<file path="src/rtl/sd_ctrl_pkg.sv">
`default_nettype none
// ============================================================================
// Module      : sd_ctrl_pkg
// Description : Shared types and constants for the SD command transfer
//               controller (FSM state encoding, frame/response geometry).
// Revision    : 1.0 - initial release
// ============================================================================
package sd_ctrl_pkg;

    // Default transaction geometry
    localparam int SD_CMD_BYTES = 6;
    localparam int SD_RESP_BITS = 48;
    localparam int SD_NCR_MAX   = 64;

    // Transaction sequencer states
    typedef enum logic [2:0] {
        IDLE      = 3'd0,
        SEND      = 3'd1,
        WAIT_RESP = 3'd2,
        RECV      = 3'd3,
        DONE      = 3'd4
    } sd_xfer_state_t;

endpackage
`default_nettype wire

</file>
<file path="src/rtl/sd_cmd_xfer_ctrl.sv">
`default_nettype none
// ============================================================================
// Module      : sd_cmd_xfer_ctrl
// Description : Sequences one SD command transaction: shifts a 48-bit frame
//               MSB-first onto CMD, waits up to NCR_MAX bit times for a
//               response start bit, captures the response and reports the
//               result or a timeout. Drives the external bit/byte timer.
// Revision    : 1.0 - initial release
// ============================================================================
module sd_cmd_xfer_ctrl
    import sd_ctrl_pkg::*;
#(
    parameter int CMD_BYTES = SD_CMD_BYTES,
    parameter int RESP_BITS = SD_RESP_BITS,
    parameter int NCR_MAX   = SD_NCR_MAX
) (
    input  logic                   clk,
    input  logic                   rst,
    input  logic                   cmd_valid,
    output logic                   cmd_ready,
    input  logic [8*CMD_BYTES-1:0] cmd_data,
    input  logic                   cmd_no_resp,
    output logic                   resp_valid,
    output logic                   resp_timeout,
    output logic [RESP_BITS-1:0]   resp_data,
    output logic                   busy,
    output logic                   timer_enable,
    output logic                   timer_clear_byte,
    input  logic                   shift_enable,
    input  logic                   byte_received,
    output logic                   sd_cmd_out,
    output logic                   sd_cmd_oe,
    input  logic                   sd_cmd_in
);

    localparam int c_CMD_BITS = 8 * CMD_BYTES;
    localparam int c_BYTE_W   = $clog2(CMD_BYTES + 1);
    localparam int c_WAIT_W   = $clog2(NCR_MAX + 1);
    localparam int c_BIT_W    = $clog2(RESP_BITS + 1);

    localparam logic [c_BYTE_W-1:0] c_BYTE_LAST = c_BYTE_W'(CMD_BYTES - 1);
    localparam logic [c_BYTE_W-1:0] c_BYTE_MAX  = c_BYTE_W'(CMD_BYTES);
    localparam logic [c_WAIT_W-1:0] c_WAIT_MAX  = c_WAIT_W'(NCR_MAX);
    localparam logic [c_BIT_W-1:0]  c_BIT_MAX   = c_BIT_W'(RESP_BITS);

    sd_xfer_state_t          r_state;
    sd_xfer_state_t          w_state_nxt;

    logic [c_CMD_BITS-1:0]   r_tx_sr,    w_tx_sr_nxt;
    logic [RESP_BITS-1:0]    r_rx_sr,    w_rx_sr_nxt;
    logic [c_BYTE_W-1:0]     r_byte_cnt, w_byte_cnt_nxt;
    logic [c_WAIT_W-1:0]     r_wait_cnt, w_wait_cnt_nxt;
    logic [c_BIT_W-1:0]      r_bit_cnt,  w_bit_cnt_nxt;
    logic                    r_no_resp,  w_no_resp_nxt;
    logic                    r_timeout,  w_timeout_nxt;
    logic                    w_accept;
    logic                    w_nxt_active;

    // Next-state and datapath update for the transaction sequencer
    always_comb begin
        w_state_nxt    = r_state;
        w_tx_sr_nxt    = r_tx_sr;
        w_rx_sr_nxt    = r_rx_sr;
        w_byte_cnt_nxt = r_byte_cnt;
        w_wait_cnt_nxt = r_wait_cnt;
        w_bit_cnt_nxt  = r_bit_cnt;
        w_no_resp_nxt  = r_no_resp;
        w_timeout_nxt  = r_timeout;
        w_accept       = 1'b0;

        unique case (r_state)
            IDLE: begin
                if (cmd_valid && cmd_ready) begin
                    w_accept       = 1'b1;
                    w_tx_sr_nxt    = cmd_data;
                    w_no_resp_nxt  = cmd_no_resp;
                    w_byte_cnt_nxt = '0;
                    w_timeout_nxt  = 1'b0;
                    w_state_nxt    = SEND;
                end
            end

            SEND: begin
                // Vacated low bits fill with 1 so the line idles high once
                // the frame has been fully shifted out.
                if (shift_enable) begin
                    w_tx_sr_nxt = {r_tx_sr[c_CMD_BITS-2:0], 1'b1};
                end
                if (byte_received) begin
                    if (r_byte_cnt != c_BYTE_MAX) begin
                        w_byte_cnt_nxt = r_byte_cnt + 1'b1;
                    end
                    if (r_byte_cnt == c_BYTE_LAST) begin
                        w_wait_cnt_nxt = '0;
                        w_state_nxt    = r_no_resp ? DONE : WAIT_RESP;
                    end
                end
            end

            WAIT_RESP: begin
                // A start bit takes priority over the final timeout strobe.
                if (shift_enable) begin
                    if (!sd_cmd_in) begin
                        w_rx_sr_nxt   = {r_rx_sr[RESP_BITS-2:0], 1'b0};
                        w_bit_cnt_nxt = c_BIT_W'(1);
                        w_state_nxt   = RECV;
                    end else begin
                        if (r_wait_cnt != c_WAIT_MAX) begin
                            w_wait_cnt_nxt = r_wait_cnt + 1'b1;
                        end
                        if (w_wait_cnt_nxt == c_WAIT_MAX) begin
                            w_timeout_nxt = 1'b1;
                            w_state_nxt   = DONE;
                        end
                    end
                end
            end

            RECV: begin
                if (shift_enable) begin
                    w_rx_sr_nxt = {r_rx_sr[RESP_BITS-2:0], sd_cmd_in};
                    if (r_bit_cnt != c_BIT_MAX) begin
                        w_bit_cnt_nxt = r_bit_cnt + 1'b1;
                    end
                    if (w_bit_cnt_nxt == c_BIT_MAX) begin
                        w_state_nxt = DONE;
                    end
                end
            end

            DONE: begin
                w_state_nxt = IDLE;
            end

            default: begin
                w_state_nxt = IDLE;
            end
        endcase
    end

    assign w_nxt_active = (w_state_nxt == SEND) || (w_state_nxt == WAIT_RESP) ||
                          (w_state_nxt == RECV);

    // State register
    always_ff @(posedge clk) begin
        if (rst) begin
            r_state <= IDLE;
        end else begin
            r_state <= w_state_nxt;
        end
    end

    // Shift registers, counters and per-transaction flags
    always_ff @(posedge clk) begin
        if (rst) begin
            r_tx_sr    <= '1;
            r_rx_sr    <= '0;
            r_byte_cnt <= '0;
            r_wait_cnt <= '0;
            r_bit_cnt  <= '0;
            r_no_resp  <= 1'b0;
            r_timeout  <= 1'b0;
        end else begin
            r_tx_sr    <= w_tx_sr_nxt;
            r_rx_sr    <= w_rx_sr_nxt;
            r_byte_cnt <= w_byte_cnt_nxt;
            r_wait_cnt <= w_wait_cnt_nxt;
            r_bit_cnt  <= w_bit_cnt_nxt;
            r_no_resp  <= w_no_resp_nxt;
            r_timeout  <= w_timeout_nxt;
        end
    end

    // Registered outputs, decoded from the state being entered so they line
    // up with r_state without an extra cycle of latency.
    always_ff @(posedge clk) begin
        if (rst) begin
            cmd_ready        <= 1'b1;
            busy             <= 1'b0;
            timer_enable     <= 1'b0;
            timer_clear_byte <= 1'b0;
            sd_cmd_oe        <= 1'b0;
            sd_cmd_out       <= 1'b1;
            resp_valid       <= 1'b0;
            resp_timeout     <= 1'b0;
            resp_data        <= '0;
        end else begin
            cmd_ready        <= (w_state_nxt == IDLE);
            busy             <= (w_state_nxt != IDLE);
            timer_enable     <= w_nxt_active;
            timer_clear_byte <= w_accept || (w_state_nxt == DONE);
            sd_cmd_oe        <= (w_state_nxt == SEND);
            sd_cmd_out       <= (w_state_nxt == SEND) ? w_tx_sr_nxt[c_CMD_BITS-1] : 1'b1;
            resp_valid       <= (w_state_nxt == DONE);
            resp_timeout     <= (w_state_nxt == DONE) && w_timeout_nxt;
            if (w_state_nxt == DONE) begin
                resp_data <= (w_timeout_nxt || w_no_resp_nxt) ? '0 : w_rx_sr_nxt;
            end
        end
    end

endmodule
`default_nettype wire

</file>
<file path="config.mk">
export PLATFORM = sky130hd
export DESIGN_NAME = sd_cmd_xfer_ctrl
export DESIGN_NICKNAME = d
export VERILOG_FILES = /design/src/rtl/sd_ctrl_pkg.sv /design/src/rtl/sd_cmd_xfer_ctrl.sv
export SDC_FILE = /design/constraint.sdc
export NUM_CORES = 1
export LEC_CHECK = 0
export ABC_AREA = 0
export CELL_PAD_IN_SITES_DETAIL_PLACEMENT = 0
export CELL_PAD_IN_SITES_GLOBAL_PLACEMENT = 1
export CORE_MARGIN = 1
export CORE_UTILIZATION = 35
export DETAILED_ROUTE_END_ITERATION = 10
export HOLD_SLACK_MARGIN = 0.12
export MAX_ROUTING_LAYER = met4
export PLACE_DENSITY = 0.76
export SYNTH_ARGS = -nofsm -noshare
export SYNTH_HDL_FRONTEND = slang
export SYNTH_SLANG_ARGS = --single-unit
export TNS_END_PERCENT = 1
</file>
<file path="constraint.sdc">
create_clock -name clk -period 2.2 [get_ports clk]
set_clock_uncertainty 0.2 [all_clocks]
set_input_delay 0.22 -clock clk [delete_from_list [all_inputs] [get_ports clk]]
set_output_delay 0.22 -clock clk [all_outputs]
set_load 0.1 [all_outputs]
</file>
## Yosys cells after proc, flatten, opt, wreduce, memory -nomap -nowiden

Index checks and enable logic that the tools add are counted.
Widths: inputs -> output; s select.

| cells by class | value |
|---|---|
| bitwise logic cells | 1 |
| muxes and demuxes | 47 |
| reductions and logical operators | 17 |
| equality and inequality tests | 22 |
| add/subtract/negate cells | 3 |

Operators by type and width:

| cell | count |
|---|---|
| $mux 48 | 6 |
| $pmux 48 s2 | 2 |
| $mux 7 | 8 |
| $mux 3 | 12 |
| $mux 6 | 6 |
| $ne 2x2->1 const B | 9 |
| $pmux 7 s2 | 1 |
| $eq 3x2->1 const B | 4 |
| $pmux 3 s4 | 1 |
| $pmux 6 s2 | 1 |
| $mux 1 | 8 |
| $reduce_and 4->1 | 2 |
| $add 7x1->7 const B | 1 |
| $eq 7x7->1 const B | 1 |
| $ne 7x7->1 const B | 1 |
| $add 6x1->6 const B | 1 |
| $eq 3x1->1 const B | 2 |
| $eq 3x3->1 const B | 2 |
| $eq 6x6->1 const B | 1 |
| $logic_not 3->1 | 2 |
| $ne 6x6->1 const B | 1 |
| $pmux 3 s2 | 1 |
| $reduce_bool 2->1 | 3 |
| $reduce_and 5->1 | 1 |
| 9 further kinds | 13 |

| storage, ports and cells | value |
|---|---|
| input bits | 55 |
| output and inout port bits | 56 |
| logic and storage cells | 108 |
| flip-flop bits (word level) | 173 |

## Depth between registers and ports, before layout

| logic depth | value |
|---|---|
| word-level depth | 13 |
| mapped depth | 11 |
| mapped depth without buffers | 8 |

## Worst setup path after synthesis

OpenSTA, ideal clock, no wires.

| timing | value |
|---|---|
| path kind | register to register |
| from | register cmd_ready |
| to | register resp_data[12] |
| setup time | 81 ps |
| path slack | -397 ps |
| required time | 1919 ps |
| path buffers | 1 |
| arrival time | 2316 ps |
| period minus slack after synthesis | 2597 ps |
| cell stages (with the launch flop) | 6 |
| path through | dfxtp_1 -> nand4b_1 -> a21boi_2 -> clkbuf_1 -> nand2_1 -> a211oi_2 |

| on the way | value |
|---|---|
| cells in the longest elaborated chain, start to end | 5 |
| elaborated cells on any way between the ends | 10 |
| those cells by class | eq/ne (1); mux (7); reduce/logical (2) |

Ends and longest elaborated chain:

| element | line | RTL |
|---|---|---|
| from (decl) | sd_cmd_xfer_ctrl.sv:20 | `output logic cmd_ready,` |
| from (signal assigned) | sd_cmd_xfer_ctrl.sv:188 | `cmd_ready <= (w_state_nxt == IDLE);` |
| $logic_and 1x1->1 (*) | sd_cmd_xfer_ctrl.sv:73 | `if (cmd_valid && cmd_ready) begin` |
| branches (longest 4 deep; another with $pmux 3 s4) | -- |  |
| to (signal assigned) | sd_cmd_xfer_ctrl.sv:197 | `resp_data <= (w_timeout_nxt \|\| w_no_resp_nxt) ? '0 : w_rx_sr_nxt;` |
| to (decl) | sd_cmd_xfer_ctrl.sv:25 | `output logic [RESP_BITS-1:0] resp_data,` |

Mark *: on every way between the ends.
A chain may end at the register's enable or synchronous reset.

## Final worst setup path

| timing | value |
|---|---|
| from | register r_bit_cnt[0] |
| to | register resp_data[20] |

| on the way | value |
|---|---|
| cells in the longest elaborated chain, start to end | 9 |
| elaborated cells on any way between the ends | 10 |
| those cells by class | add/sub (1); eq/ne (3); mux (6) |

Ends and longest elaborated chain:

| element | line | RTL |
|---|---|---|
| from (decl) | sd_cmd_xfer_ctrl.sv:53 | `logic [c_BIT_W-1:0] r_bit_cnt, w_bit_cnt_nxt;` |
| from (signal assigned) | sd_cmd_xfer_ctrl.sv:168 | `r_bit_cnt <= w_bit_cnt_nxt;` |
| $add 6x1->6 or $ne 6x6->1 (tied branches) | sd_cmd_xfer_ctrl.sv:123, sd_cmd_xfer_ctrl.sv:122 |  |
| $mux 6 (*) | sd_cmd_xfer_ctrl.sv:122 | `if (r_bit_cnt != c_BIT_MAX) begin` |
| $mux 6 (*) | sd_cmd_xfer_ctrl.sv:120 | `if (shift_enable) begin` |
| $mux 6 (*) | sd_cmd_xfer_ctrl.sv:71 | `unique case (r_state)` |
| $eq 6x6->1 (*) | sd_cmd_xfer_ctrl.sv:125 | `if (w_bit_cnt_nxt == c_BIT_MAX) begin` |
| $mux 3 (*) | sd_cmd_xfer_ctrl.sv:125 |  |
| $mux 3 (*) | sd_cmd_xfer_ctrl.sv:120 |  |
| $pmux 3 s4 (*) | sd_cmd_xfer_ctrl.sv:71 |  |
| $eq 3x3->1 (*) | sd_cmd_xfer_ctrl.sv:196 | `if (w_state_nxt == DONE) begin` |

Mark *: on every way between the ends. The rest lies on a longest branch, timed or not. The select of a mux whose other input is x is not followed.

==> summary.txt <==
Power
  – P per Cell Area: 750 mW/mm^2
  – Design Power: 7230 uW
  – Worst vdd ir: 0.000448 V
  – Pleak: 0.00371 uW

Floorplanning
  – Die footprint: 0.0209 mm^2
  – Initial Util: 0.361
  – Core ar.: 0.0197 mm^2
  – Die Span Y: 145 um
  – Row count: 51
  – Die width: 145 um
  – # IOs: 111

Global routing
  – Grt total ovfl: 0
  – Tot GR Track Use: 0.185
  – Initial antenna violation count: 0
  – Met1 Use GR: 0.232
  – GRT busiest layer: met2
  – First-pass GRT wire length: 29.4 mm
  – Met3 usage: 0.0520
  – Vias in the first global route: 5,913
  – Largest net degree at the start of global routing: 69
  – Met2 Use GR: 0.294

Placed design
  – Hpwl dp: 11.6 mm
  – Placed Instances: 1,204
  – Dpl ws: -0.197 ns
  – Buffers on Ports: 110
  – GPL Wtd Cong: 0.806

Clocking
  – Clock buffer depth: 2
  – Skew-Pair Late Insertion Delay: 0.43 ns
  – Htree depth: 4
  – Clock sink count: 173
  – TritonCTS buffer count: 17
  – Root Driver: clkbuf_16
  – Clock transition at path regs: 0.07 ns
  – TritonCTS clock tree: built

Routing
  – Drt drc: 0
  – Detailed Route Iter0 Violations: 353
  – Routed vias: 6,158
  – Wire per inst: 14.7 um
  – Vias per cell: 4.95
  – Final ANT Viol Nets: 0
  – Pre-Repair DR Iteration Count: 4
  – Final WL: 18.3 mm

Synth
  – Ys flop type: dfxtp_1
  – Synth Area in Compound Gates: 0.163
  – Cells after synthesis: 821
  – Synth Warn #: 0
  – Post-synth top cells: nand2_1, dfxtp_1, nor2_1
  – Post-synth EDFFs: 0
  – Synth area leaders: dfxtp_1, nand2_1, mux2i_1
  – Synth Area in Adders: 0.0123
  – Synthesized area per cell: 8.66 um^2
  – Yosys top cell area share: 0.487
  – Register bit total from synthesis: 173
  – Xor/xnor share of the synthesized area: 0.00493
  – Most common cell in the netlist: nand2_1
  – Mux share of post-synthesis cell area: 0.0623
  – Seq/Total Area, Yosys: 0.487
  – Cell taking the most area after synthesis: dfxtp_1
  – Synthesized Nets: 883
  – Yosys cell types: 53
  – Post-Synthesis Cell Area: 0.00711 mm^2
  – Simple-Gate Fraction of Synth Area: 0.223
  – Async set-reset flop share out of synthesis: 0
  – Largest family of logic cells by synthesized area: simple AND/OR/NAND/NOR gates

STA
  – Max Freq: 423 MHz
  – Tmin final: 2.37 ns
  – RSZ-0062 raised after global routing: yes
  – Pins Over Slew Limit: 0
  – Final period util: 1.08
  – Endpoints failing hold: 0
  – Endpoints failing setup: 53
  – Final setup margin: -0.166 ns
  – Slew HR: 0.666
  – Slew at the pin with the worst max-slew slack: 0.499 ns

Run
  – Max_cap viols: 0

Setup path
  – Critical path arrival: 2.52 ns
  – R2R setup slack: -0.17 ns
  – Crit path max fanout: 19
  – Crit Path Class: flip-flop to flip-flop
  – Worst setup EP type: flip-flop
  – CP required: 2.35 ns
  – Crit path launch type: flip-flop

Outcome
  – Status: complete, but fails checks
  – Failing checks: negative setup slack

Final layout
  – Layout cells sized above 1: 0.229
  – Fin cells: 1,244
  – Fillers: 1,880
  – Nets: 1,028
  – N_diodes: 0
  – Area Growth Syn to Fin: 35.6%
  – Fin util: 0.489

Min path
  – Hold Path Class: primary input to flip-flop
-- worst max-delay path: stages (launching register included) --
cell and delay, ns:
dfxtp_4 0.37, ha_4 0.16, buf_4 0.14, a32oi_1 0.22, mux2i_2 0.12, a32o_2 0.30, buf_12 0.14, or2_4 0.25
buf_12 0.17, a211oi_2 0.20
-- cell usage in the layout, fill, tap and decap left out, types with 7 or more instances in the layout --
| cell type | n |
|---|---|
| clkdlybuf4s50_1 | 53 |
| inv_1 | 7 |
| buf_4 | 120 |
| dfxtp_1 | 167 |
| clkbuf_16 | 18 |
| nor3_1 | 29 |
| buf_12 | 12 |
| nor2_1 | 100 |
| a221oi_1 | 46 |
| mux2i_1 | 41 |
| nand3_1 | 10 |
| nand2_1 | 191 |
| a211oi_2 | 24 |
| a21oi_1 | 47 |
-- layer usage --
metal / share of wire / vias to the layer above
li1: - / 3141
met4: 0.0073 / 0
met1: 0.49 / 2886
met5: 0 / -
met2: 0.45 / 120
met3: 0.050 / 11
-- per-stage QoR --
step | hold slack (ns) | setup TNS (ns) | instance area, um^2
CTS | 0.170 | -6.40 | 9580
global placement | 0.230 | -7.05 | 8800
finish | 0.177 | -6.25 | 9640
floorplan | 0.142 | -0.803 | 7150
detailed placement | 0.233 | -8.63 | 8800
global route | 0.173 | -12.63 | 9640
-- registers in the layout (all words and copies together) (netlist names), 3 cells and up --
| signal | flops |
|---|---|
| r_rx_sr | 48 |
| r_tx_sr | 48 |
| resp_data | 48 |
| r_wait_cnt | 7 |
| r_bit_cnt | 6 |
| r_byte_cnt | 3 |
| r_state | 3 |
-- final cells by class --
type | instances | area [um^2] | area share
Tap cell | 265 | 332 | 0.0344
Clock inverter | 13 | 164 | 0.0170
Clock buffer | 19 | 464 | 0.0482
Multi-Input combinational cell | 576 | 3410 | 0.354
Timing Repair Buffer | 190 | 1760 | 0.183
Inverter | 8 | 30.0 | 0.00312
Sequential cell | 173 | 3480 | 0.361
-- final timing paths --
kind,start,to,cells after the start
max,r_bit_cnt[0]$_SDFFE_PP0P_,resp_data[20]$_SDFFE_PP0N_,9
min,cmd_data[0],r_tx_sr[0]$_SDFFE_PP1P_,3
max reg2reg,r_bit_cnt[0]$_SDFFE_PP0P_,resp_data[20]$_SDFFE_PP0N_,9
min reg2reg,r_tx_sr[37]$_SDFFE_PP1P_,r_tx_sr[37]$_SDFFE_PP1P_,2
-- report_power, final --
part           total (uW)  switching [uW]  internal, uW
combinational         725             417           308
clock                3180            1360          1820
sequential           3330            65.2          3260
total                7230            1840          5390
-- kinds of logic after synthesis --
family,Yosys count
adder cells (fa/ha/maj),7
XOR/XNOR,4
flip-flops,173
multiplexers,44
AO/OA/AOI/OAI,149
AND/OR/NAND/NOR,372
buffers and inverters,72
-- repair_timing --
action	4_1_cts	5_1_grt
hold buffers	1	0
endpoints found under the hold margin	27	0
gates resized for setup	12	13
pin swaps	7	9
setup endpoints to repair	56	59
buffers inserted	4	1
gates cloned	2	0
No activity file was read; power rests on OpenSTA's default activity.
